`config.mk`:
```
export PLATFORM = sky130hd
export DESIGN_NAME = dmem_mmio_bridge
export DESIGN_NICKNAME = d
export VERILOG_FILES = /design/src/rtl/mmio_map_pkg.sv /design/src/rtl/mmio_tx_fifo.sv /design/src/rtl/dmem_mmio_bridge.sv
export SDC_FILE = /design/constraint.sdc
export NUM_CORES = 1
export LEC_CHECK = 0
export BUFFER_PORTS_ARGS = -buffer_cell sky130_fd_sc_hd__buf_2
export CORE_MARGIN = 2
export CORE_UTILIZATION = 40
export DETAILED_ROUTE_END_ITERATION = 16
export GPL_ROUTABILITY_DRIVEN = 0
export PLACE_DENSITY_LB_ADDON = 0.15
export SLEW_MARGIN = 20
export SYNTH_ARGS = -nofsm -noshare
export SYNTH_HDL_FRONTEND = slang
export SYNTH_HIERARCHICAL = 1
export SYNTH_SLANG_ARGS = --single-unit
```
`constraint.sdc`:
```
create_clock -name clock -period 3 [get_ports clock]
set_clock_uncertainty 0.1 [all_clocks]
set_input_delay 0.15 -clock clock [delete_from_list [all_inputs] [get_ports clock]]
set_output_delay 0.15 -clock clock [all_outputs]
set_load 0.01 [all_outputs]
```
`src/rtl/mmio_map_pkg.sv`:
```
// Shared address-map constants for the data-memory / MMIO bridge:
// register offsets, STATUS bit positions and the read-path region select.
package mmio_map_pkg;

  localparam logic [2:0] OFF_LED    = 3'd0;
  localparam logic [2:0] OFF_SW     = 3'd1;
  localparam logic [2:0] OFF_TIMER  = 3'd2;
  localparam logic [2:0] OFF_CMP    = 3'd3;
  localparam logic [2:0] OFF_STATUS = 3'd4;
  localparam logic [2:0] OFF_TXDATA = 3'd5;
  localparam logic [2:0] OFF_TXCNT  = 3'd6;

  localparam int STAT_MATCH = 0;
  localparam int STAT_FULL  = 1;
  localparam int STAT_EMPTY = 2;
  localparam int STAT_OVF   = 3;

  typedef enum logic {
    SEL_MMIO = 1'b0,
    SEL_RAM  = 1'b1
  } sel_e;

endpackage

```
`src/rtl/mmio_tx_fifo.sv`:
```
// Byte transmit FIFO with sticky overflow; a push while full is only
// accepted when a pop frees a slot in the same cycle.
module mmio_tx_fifo #(
  parameter int DEPTH = 4
) (
  input  logic                   clock,
  input  logic                   reset,
  input  logic                   push_i,
  input  logic [7:0]             data_i,
  input  logic                   pop_i,
  input  logic                   clrOvf_i,
  output logic [7:0]             head_o,
  output logic                   full_o,
  output logic                   empty_o,
  output logic [$clog2(DEPTH):0] count_o,
  output logic                   overflow_o
);

  localparam int PW = $clog2(DEPTH);
  localparam int CW = PW + 1;

  logic [7:0]    mem_q [DEPTH];
  logic [PW-1:0] wrPtr_q, rdPtr_q;
  logic [CW-1:0] count_q;
  logic          ovf_q;
  logic          popOk, pushOk, pushDrop;

  assign full_o     = (count_q == CW'(DEPTH));
  assign empty_o    = (count_q == '0);
  assign popOk      = pop_i && !empty_o;
  assign pushOk     = push_i && (!full_o || popOk);
  assign pushDrop   = push_i && full_o && !popOk;
  assign head_o     = mem_q[rdPtr_q];
  assign count_o    = count_q;
  assign overflow_o = ovf_q;

  always_ff @(posedge clock) begin
    if (reset) begin
      wrPtr_q <= '0;
      rdPtr_q <= '0;
      count_q <= '0;
      ovf_q   <= 1'b0;
    end else begin
      if (pushOk) wrPtr_q <= wrPtr_q + PW'(1);
      if (popOk)  rdPtr_q <= rdPtr_q + PW'(1);
      case ({pushOk, popOk})
        2'b10:   count_q <= count_q + CW'(1);
        2'b01:   count_q <= count_q - CW'(1);
        default: count_q <= count_q;
      endcase
      // A new overflow in the same cycle as a clear must stay visible.
      if (pushDrop)      ovf_q <= 1'b1;
      else if (clrOvf_i) ovf_q <= 1'b0;
    end
  end

  always_ff @(posedge clock) begin
    if (!reset && pushOk) mem_q[wrPtr_q] <= data_i;
  end

endmodule

```
`src/rtl/dmem_mmio_bridge.sv`:
```
// Routes processor data-memory accesses to external RAM or to the MMIO
// register set, keeping the one-edge read timing of a plain dmem.
module dmem_mmio_bridge
  import mmio_map_pkg::*;
#(
  parameter int          RAM_ADDR_W = 12,
  parameter logic [31:0] MMIO_BASE  = 32'h0000F000,
  parameter int          FIFO_DEPTH = 4,
  parameter int          LED_W      = 8,
  parameter int          SW_W       = 8
) (
  input  logic                  clock,
  input  logic                  reset,
  input  logic [31:0]           address_dmem,
  input  logic [31:0]           data,
  input  logic                  wren,
  output logic [31:0]           q_dmem,
  output logic [RAM_ADDR_W-1:0] ram_addr,
  output logic [31:0]           ram_data,
  output logic                  ram_wren,
  input  logic [31:0]           ram_q,
  output logic [LED_W-1:0]      leds,
  input  logic [SW_W-1:0]       switches,
  output logic [7:0]            tx_data,
  output logic                  tx_valid,
  input  logic                  tx_ready,
  output logic                  timer_irq
);

  localparam int CW = $clog2(FIFO_DEPTH) + 1;

  logic        isRam, isMmio;
  logic [31:0] offset;
  logic [2:0]  regOff;
  logic        wrLed, wrTimer, wrCmp, wrStatus, wrTx;

  sel_e             sel_q;
  logic [31:0]      rdData_q, rdData_d;
  logic [LED_W-1:0] leds_q;
  logic [SW_W-1:0]  sw1_q, sw2_q;
  logic [31:0]      timer_q, cmp_q;
  logic             match_q, matchSet;

  logic          fifoFull, fifoEmpty, fifoOvf;
  logic [CW-1:0] fifoCount;

  // RAM wins any overlap; MMIO decodes an 8-word window above MMIO_BASE.
  assign isRam    = ((address_dmem >> RAM_ADDR_W) == 32'd0);
  assign offset   = address_dmem - MMIO_BASE;
  assign isMmio   = !isRam && (address_dmem >= MMIO_BASE) && (offset < 32'd8);
  assign regOff   = offset[2:0];

  assign wrLed    = wren && isMmio && (regOff == OFF_LED);
  assign wrTimer  = wren && isMmio && (regOff == OFF_TIMER);
  assign wrCmp    = wren && isMmio && (regOff == OFF_CMP);
  assign wrStatus = wren && isMmio && (regOff == OFF_STATUS);
  assign wrTx     = wren && isMmio && (regOff == OFF_TXDATA);

  assign ram_addr = address_dmem[RAM_ADDR_W-1:0];
  assign ram_data = data;
  assign ram_wren = wren && isRam;

  assign matchSet = (timer_q == cmp_q);

  always_comb begin
    rdData_d = 32'd0;
    if (isMmio) begin
      case (regOff)
        OFF_LED:    rdData_d = 32'(leds_q);
        OFF_SW:     rdData_d = 32'(sw2_q);
        OFF_TIMER:  rdData_d = timer_q;
        OFF_CMP:    rdData_d = cmp_q;
        OFF_STATUS: rdData_d = 32'({fifoOvf, fifoEmpty, fifoFull, match_q});
        OFF_TXCNT:  rdData_d = 32'(fifoCount);
        default:    rdData_d = 32'd0;
      endcase
    end
  end

  always_ff @(posedge clock) begin
    if (reset) begin
      sel_q    <= SEL_MMIO;
      rdData_q <= 32'd0;
      leds_q   <= '0;
      sw1_q    <= '0;
      sw2_q    <= '0;
      timer_q  <= 32'd0;
      cmp_q    <= 32'hFFFFFFFF;
      match_q  <= 1'b0;
    end else begin
      sel_q    <= isRam ? SEL_RAM : SEL_MMIO;
      rdData_q <= rdData_d;
      sw1_q    <= switches;
      sw2_q    <= sw1_q;
      if (wrLed) leds_q <= data[LED_W-1:0];
      timer_q  <= wrTimer ? 32'd0 : timer_q + 32'd1;
      if (wrCmp) cmp_q <= data;
      if (matchSet)                          match_q <= 1'b1;
      else if (wrStatus && data[STAT_MATCH]) match_q <= 1'b0;
    end
  end

  assign q_dmem    = (sel_q == SEL_RAM) ? ram_q : rdData_q;
  assign leds      = leds_q;
  assign timer_irq = match_q;
  assign tx_valid  = !fifoEmpty;

  mmio_tx_fifo #(
    .DEPTH(FIFO_DEPTH)
  ) u_txFifo (
    .clock      (clock),
    .reset      (reset),
    .push_i     (wrTx),
    .data_i     (data[7:0]),
    .pop_i      (tx_valid && tx_ready),
    .clrOvf_i   (wrStatus && data[STAT_OVF]),
    .head_o     (tx_data),
    .full_o     (fifoFull),
    .empty_o    (fifoEmpty),
    .count_o    (fifoCount),
    .overflow_o (fifoOvf)
  );

endmodule

```
# [After elaboration in Yosys (flattened, before gate mapping)]
# Memories as Yosys holds them, arrays and structs flattened. A register that Yosys moved wholly into a read port is not among the register bits.
# Cells that the tools add are included.
# W data, S select, Z words.
[word_totals] ff_bits=130 ram_bits=32 inputBits=108 output_inout_bits=95 wordCells=75 n_memories=1
[classes] add_sub_neg=6 n_lt_le_gt_ge=2 n_eq_ne=10 n_mux=12 bitwise=1 reduce_logical=31
[memory_table] memory="u_txFifo.mem_q" words=4 word_bits=8 rd=1 rd_clocked_by_memory_dff=1 wr=1 line="mmio_tx_fifo.sv:22" text="logic [7:0] mem_q [DEPTH];"
[ops] cell="$pmux W32 S6" count=1
[ops] cell="$add A32 B1 Y32 const B" count=1
[ops] cell="$eq A32 B32 Y1" count=1
[ops] cell="$ge A32 B16 Y1 const B" count=1
[ops] cell="$logic_not A32 Y1" count=1
[ops] cell="$lt A32 B4 Y1 const B" count=1
[ops] cell="$mux W32" count=1
[ops] cell="$sub A32 B16 Y32 const B" count=1
[ops] cell="$logic_and A1 B1 Y1" count=17
[ops] cell="$eq A3 B3 Y1 const B" count=4
[ops] cell="$mux W1" count=7
[ops] cell="$eq A3 B2 Y1 const B" count=2
[ops] cell="$logic_not A3 Y1" count=2
[ops] cell="$pmux W3 S2" count=1
[ops] cell="$reduce_bool A2 Y1" count=3
[ops] cell="$logic_not A1 Y1" count=5
[ops] cell="$add A2 B1 Y2 const B" count=2
[ops] cell="$mux W2" count=2
[ops] cell="$reduce_or A2 Y1" count=2
[ops] cell="$add A3 B1 Y3 const B" count=1
[ops] cell="$eq A3 B1 Y1 const B" count=1
[ops] cell="$sub A3 B1 Y3 const B" count=1
[ops] cell="$eq A2 B1 Y1 const B" count=1
[ops] cell="$eq A2 B2 Y1 const B" count=1
[ops] cell="other kinds (2)" count=2

# [Depth between registers and ports, before layout]
# Gate-level depths: netlist of run 1.
[logic_depth] ltp_word=10 depth_mapped=12

# [By module]
# The synthesis of run 1 kept the hierarchy.
[by_module_without_submodules] mod="dmem_mmio_bridge" instances=1 cells_each=671 area_each_um2=6035.8
[by_module_without_submodules] mod="mmio_tx_fifo" instances=1 cells_each=114 area_each_um2=1806.7

# [Least setup slack after synthesis of run 1]
# No wires, ideal clock.
[synth_path] kind="input to register" from="in address_dmem[27]" to="mem u_txFifo.mem_q[0][0], enable pin" t_arrival_ns=2.082 required_ns=2.568 setup_slack_ns=0.486 path_stages=9 path_buffers=2 path_cell_list="nor4_1 > nand4_1 > nor4_2 > buf_4 > and4b_1 > buf_6 > inv_1 > nor3_1 > and2_1"
[synth_via] elab_chain_len=10
[synth_lines] element="from (decl)" line="dmem_mmio_bridge.sv:14" text="input logic [31:0] address_dmem,"
[synth_lines] element="parallel branches: the longest is 3 deep, another holds $sub A32 B16 Y32"
[synth_lines] element="$logic_and A1 B1 Y1 *" line="dmem_mmio_bridge.sv:50" text="assign isMmio = !isRam && (address_dmem >= MMIO_BASE) && (offset < 32'd8);"
[synth_lines] element="$logic_and A1 B1 Y1 * (2 in a row)" line="dmem_mmio_bridge.sv:57" text="assign wrTx = wren && isMmio && (regOff == OFF_TXDATA);"
[synth_lines] element="named net wrTx" line="dmem_mmio_bridge.sv:35" text="logic wrLed, wrTimer, wrCmp, wrStatus, wrTx;"
[synth_lines] element="$logic_and A1 B1 Y1 *" line="mmio_tx_fifo.sv:31" text="assign pushOk = push_i && (!full_o || popOk);"
[synth_lines] element="$logic_and A1 B1 Y1 *" line="mmio_tx_fifo.sv:58" text="if (!reset && pushOk) mem_q[wrPtr_q] <= data_i;"
[synth_lines] element="$mux W1 *" line="mmio_tx_fifo.sv:58"
[synth_lines] element="$mux W1 (not written as such) *" line="mmio_tx_fifo.sv:58"
[synth_lines] element="to (decl)" line="mmio_tx_fifo.sv:22"
# Mark *: on every way through the listed nets, which the timed path passes.

# [Final worst setup path of run 1]
[layout_path] from="in address_dmem[15]" to="mem u_txFifo.mem_q[0][2], enable pin"
# Same word-level chain as after synthesis.

==> impl_metrics.tcl, run 1 <==
set metrics [dict create \
    crit_path_cell_trace "dlygate4sd3_1 -> buf_2 -> nor4bb_1 -> nand4b_1 -> nor4_4 -> and4b_1 -> inv_1 -> nor3_1 -> and2_1" \
    clkLatencyLatePin_ps 420 \
    critical_path.slowest_cell "dlygate4sd3_1" \
    fin_crit_ps 2670 \
    cts_tree "built" \
    final_cell_area_um2 9680 \
    hold_violations 0 \
    slew_headroom 0.652 \
    synth_edf_count 32 \
    async_flop_share 0 \
    cts_sinks 164 \
    route.detailed.drc 0 \
    period_share 0.889 \
    ioPinCount 203 \
    antenna_found_initial 0 \
    multi_input_area_um2 3460 \
    antenna_left 0 \
    grt_pass1_wl_mm 30.0 \
    numCtsBuffers 17 \
    setup-tns-final_ps 0 \
    area_growth_syn_to_layout_pct 23.4 \
    dp_hpwl_mm 13.6 \
    synthCells 785 \
    post_drt_wl_per_cell_um 15.6 \
    dp_slack_ps 115 \
    synth-seq-area-share 0.459 \
    seq_area_um2 3600 \
    die_h_um 144 \
    synth_warnings 6 \
    antennaDiodeCount 0 \
    core-area_um2 19300 \
    path_class "input pin to register" \
    crit_required_ps 2980 \
    vias 6070 \
    crit_path_end_kind "register" \
    ys_ff_latch 164 \
    synth_fp_nets 899 \
    drt_wl_total_mm 19.4 \
    ys_types 57 \
    placed_cell_area_um2 8680 \
    path_clk_slew_ps 60 \
    finalWorstSetupSlack_ps 332 \
    avgSynthCellArea_um2 9.99 \
    slowest_delay_ps 520 \
    hold_slack_ps 40.6 \
    fillers 1779 \
    drive_gt1_frac 0.310 \
    nets 1078 \
    via_per_inst 4.89 \
    path_max_fanout 8 \
    grt_start_max_net_pins 38 \
    placementRows 51 \
    root_buffer "clkbuf_16" \
    drt_first_pass_iters 4 \
    leakagePower_nw 4.10 \
    outcome "finished clean" \
    overflow 0 \
    initial_core_util 0.406 \
    synth_flop_cell "dfxtp_1" \
    syn_area_um2 7840 \
    synth_top_area_cell "dfxtp_1" \
    rsz0062_at_grt "no" \
    hold_class "input pin to register" \
    die_w_um 144 \
    die_area_um2 20700 \
    grt_pass1_vias 5600 \
    setup_viol 0 \
    postCtsSetupRepairBufs 0 \
    power_density_nw_per_um2 486 \
    vdd_drop_max_mv 0.334 \
    finalPower_mw 4.71 \
    layout.cells.non_filler 1242 \
    dpl.cell_count 1168 \
    slew_viol_final 0 \
    fin_util 0.500 \
    cp_data_arrival_time_ps 2640 \
    drt_first_iter_violations 381 \
    cts.path.max_buffers 2 \
    synthTopCellsByArea "dfxtp_1, edfxtp_1, buf_4" \
    clock.fmax_mhz 375 \
    drv_cap 0 \
    startpoint_type "input pin" \
    htreeDepth 4 \
    worst_pin_slew_ps 521 \
    grtUsageTotal 0.189 \
    io_buffers 202 \
    synth_top_area_share 0.337 \
]
where the power goes:
group / internal [mW] / leakage (nW) / switching, mW
logic: 0.160 / 2.46 / 0.152
registers: 2.26 / 1.36 / 0.00989
clock network: 1.27 / 0.281 / 0.860
cells in the mapped netlist (12+ instances only):
cell / n
edfxtp_1: 32
mux2i_1: 12
nand2b_1: 18
a31oi_1: 34
nor3_1: 21
nand2_1: 12
xor2_1: 38
clkbuf_1: 23
nor2_1: 79
mux2_2: 34
inv_1: 44
mux4_2: 12
dfxtp_1: 132
nor2b_1: 20
o21ai_0: 35
buf_4: 52
a22oi_1: 27
xnor2_1: 28
nand3_1: 18
state kept, by name, summed over array words and instances (netlist names), 3 cells and up, named ones only:
register,flops
leds,8
sw1_q,8
rdData_q,32
timer_q,32
sw2_q,8
cmp_q,32
u_txFifo/count_o,3
u_txFifo/mem_q,32
critical path, delay by kind of cell:
| family | cells | cell delay [ps] |
|---|---|---|
| buffers and inverters | 3 | 710 |
| AND/OR/NAND/NOR | 6 | 1760 |
path summary, 6_finish.rpt:
kind / end / startpoint / slack, ps / depth (start not counted)
setup reg to reg: u_txFifo/count_o[2] / u_txFifo/count_o[1] / 520 / 8
hold / removal: sel_q / address_dmem[25] / 40 / 4
setup / recovery: u_txFifo/mem_q[0][2] / address_dmem[15] / 330 / 9
hold reg to reg: sw2_q[1] / sw1_q[1] / 340 / 1
layout by cell type (no fill, tap or decap), types with 15 or more instances in the layout:
cell / instances
dlygate4sd3_1: 42
nor2_1: 79
buf_2: 202
nor2b_1: 20
nand2b_1: 18
nand3_1: 18
mux2_2: 34
o21ai_0: 35
buf_4: 15
xnor2_1: 28
nor3_1: 21
edfxtp_1: 32
xor2_1: 38
inv_1: 44
a22oi_1: 27
dfxtp_1: 132
clkbuf_16: 17
a31oi_1: 34
what timing repair did:
item	4_1_cts	5_1_grt
gates resized for setup	0	0
hold buffers	42	0
endpoints found under the hold margin	77	0
kinds of logic (layout without fill, tap and decap cells):
logic type | Yosys count | in the layout | share of synthesized area
AO/OA/AOI/OAI | 119 | 119 | 0.0964
XOR/XNOR | 66 | 66 | 0.0737
adder cells (fa/ha/maj) | 6 | 6 | 0.0105
buffers and inverters | 143 | 335 | 0.101
flip-flops | 164 | 164 | 0.459
multiplexers | 58 | 58 | 0.0986
AND/OR/NAND/NOR | 229 | 229 | 0.160
layer usage:
metal / vias up / track usage / wire, um
li1: 3035 / - / -
met1: 2822 / 0.267 / 9510
met2: 196 / 0.290 / 8700
met3: 17 / 0.0414 / 957
met4: 0 / 0.0573 / 243
met5: - / 0 / 0
final cells by class:
type                       instances  area share
sequential                       164       0.372
clock inverter                     9      0.0109
tap                              265      0.0343
timing repair buffer             259       0.160
inverter                          44      0.0171
clock buffer                      23      0.0484
multi-input combinational        478       0.357
Note: power is estimated with default switching activity, not from simulation.
==> inputs of run 2 (changes only) <==
--- a/config.mk
+++ b/config.mk
@@ -11,6 +11,7 @@
 export DETAILED_ROUTE_END_ITERATION = 16
 export GPL_ROUTABILITY_DRIVEN = 0
 export PLACE_DENSITY_LB_ADDON = 0.15
+export REMOVE_ABC_BUFFERS = 1
 export SLEW_MARGIN = 20
 export SYNTH_ARGS = -nofsm -noshare
 export SYNTH_HDL_FRONTEND = slang
==> constraint.sdc (replaced) <==
create_clock -name clock -period 2.55 [get_ports clock]
set_clock_uncertainty 0.1 [all_clocks]
set_input_delay 0.1275 -clock clock [delete_from_list [all_inputs] [get_ports clock]]
set_output_delay 0.1275 -clock clock [all_outputs]
set_load 0.01 [all_outputs]
==> run 2 against run 1 <==
  * Clock-buffer cell count down 4
  * Worst hold slack better by 25 ps
  * Worst setup slack worse by 160 ps
  * Non-clock buffer count up 17
  * Flip-flop and latch count unchanged
  * Wire length up 1.2%
  * Critical path type unchanged
  * Critical endpoint is now u_txFifo/count_o[2]
==> impl_metrics.tcl, run 2 (synthesized netlist as in run 1, its figures left out) <==
set metrics [dict create \
    cts_sinks 164 \
    cts_tree "built" \
    setup.worst_path.end "u_txFifo/count_o[2]" \
    clock.fmax_mhz 420 \
    dp_hpwl_mm 13.5 \
    path_depth 12 \
    core-area_um2 19300 \
    slew_viol_final 0 \
    cts.path.max_buffers 2 \
    path_clk_slew_ps 60 \
    die_h_um 144 \
    antennaDiodeCount 0 \
    grt_start_max_net_pins 38 \
    crit_path_end_kind "register" \
    drive_gt1_frac 0.321 \
    cp_top_family "simple AND/OR/NAND/NOR gates" \
    crit_path_cell_trace "dlygate4sd3_1 -> buf_2 -> nor4bb_1 -> nand4b_1 -> nor4_4 -> and4b_1 -> inv_1 -> nand2b_1 -> fa_1 -> or2b_2 -> o21bai_1 -> a31oi_1" \
    critical_path.slowest_cell "dlygate4sd3_1" \
    period_share 0.934 \
    numCtsBuffers 17 \
    slew_headroom 0.607 \
    htreeDepth 4 \
    antenna_found_initial 0 \
    setup_viol 0 \
    overflow 0 \
    io_buffers 202 \
    hold_violations 0 \
    hold_path_depth 5 \
    route.detailed.drc 0 \
    finalWorstSetupSlack_ps 168 \
    fin_crit_ps 2380 \
    finalPower_mw 5.53 \
    hold_class "input pin to register" \
    rr_endpoint "u_txFifo/count_o[2]" \
    crit_required_ps 2800 \
    grt_pass1_vias 5777 \
    root_buffer "clkbuf_16" \
    initial_core_util 0.406 \
    vias 6232 \
    ioPinCount 203 \
    grt_pass1_wl_mm 30.3 \
    worst_pin_slew_ps 584 \
    dp_slack_ps -25.8 \
    via_per_inst 4.95 \
    final_cell_mix "buf_2, dfxtp_1, nor2_1" \
    die_w_um 144 \
    setup-tns-final_ps 0 \
    reg2reg_slack_ps 290 \
    area_growth_syn_to_layout_pct 25.6 \
    cp-startpoint "address_dmem[15]" \
    grtUsageTotal 0.191 \
    power_density_nw_per_um2 561 \
    slowest_delay_ps 530 \
    rsz0062_at_grt "no" \
    drv_cap 0 \
    leakagePower_nw 4.19 \
    path_class "input pin to register" \
    layout.cells.non_filler 1259 \
    r2r_start "u_txFifo/count_o[0]" \
    drt_wl_total_mm 19.6 \
    clkLatencyLatePin_ps 430 \
    drt_first_pass_iters 5 \
    fillers 1783 \
    nets 1095 \
    outcome "finished clean" \
    r2r_cells 8 \
    antenna_left 0 \
    drt_first_iter_violations 372 \
    die_area_um2 20700 \
    startpoint_type "input pin" \
    vdd_drop_max_mv 0.454 \
    worst-path-buf-inv 3 \
    cp_data_arrival_time_ps 2630 \
    hold_slack_ps 65.2 \
    dpl.cell_count 1182 \
    post_drt_wl_per_cell_um 15.6 \
    path_max_fanout 5 \
    layout_commonest_cell "buf_2" \
    placementRows 51 \
]
==> run 2: cell count changes in the layout (fill, tap and decap cells not counted), moves of 2 or more <==
| cell | delta |
|---|---|
| buf_12 | +3 |
| buf_4 | +12 |
| clkbuf_1 | -2 |
| clkbuf_8 | -2 |
| clkinv_1 | +3 |
| clkinv_2 | -2 |
| dlygate4sd3_1 | +2 |
| inv_6 | +2 |
==> run 2: how the worst min path moves through the flow <==
stage / from / to
after floorplan: reset / u_txFifo/count_o[0]
after global placement: switches[5] / sw1_q[5]
after detailed placement: switches[1] / sw1_q[1]
after CTS: address_dmem[30] / sel_q
after global routing: address_dmem[30] / sel_q
final: address_dmem[30] / sel_q
==> run 2: where the power goes <==
part	switching, mW	internal [mW]	total, mW
Combinational	0.182	0.194	0.377
Clock	1.05	1.44	2.48
Sequential	0.0112	2.66	2.67
Total	1.24	4.29	5.53
==> run 2: repair_timing <==
item / in CTS / in global routing
hold buffers: 44 / 0
resized for setup: 0 / 1
endpoints found under the setup margin: 0 / 34
hold endpoints to repair: 82 / 0
buffers inserted: 0 / 1
==> run 2: per-layer routing <==
| metal | track usage | vias up | part of all wire |
|---|---|---|---|
| li1 | - | 3076 | - |
| met1 | 0.269 | 2902 | 0.48 |
| met2 | 0.293 | 234 | 0.44 |
| met3 | 0.0404 | 20 | 0.058 |
| met4 | 0.0578 | 0 | 0.014 |
| met5 | 0 | - | 0 |
==> run 2: final cells by class <==
class	instances	area, um^2	area share
sequential	164	3600	0.366
multi-input combinational	478	3470	0.352
timing repair buffer	276	1710	0.174
clock buffer	19	433	0.0439
tap	265	332	0.0337
inverter	44	165	0.0168
clock inverter	13	133	0.0135
==> run 2: worst register-to-register path: cells and delay by family (launching register included) <==
| kind | cells | cell delay, ps |
|---|---|---|
| and+or+nand+nor | 4 | 840 |
| DFF | 1 | 340 |
| AOI/OAI and AO/OA | 3 | 500 |
| adders and majority gates | 1 | 420 |
==> run 2: metrics by stage <==
stage          utilization  area (um^2)
2_1_floorplan            -         7220
3_3_place_gp         0.457         8830
3_5_place_dp         0.457         8830
4_1_cts              0.509         9840
5_1_grt              0.509         9850
6_report             0.509         9850
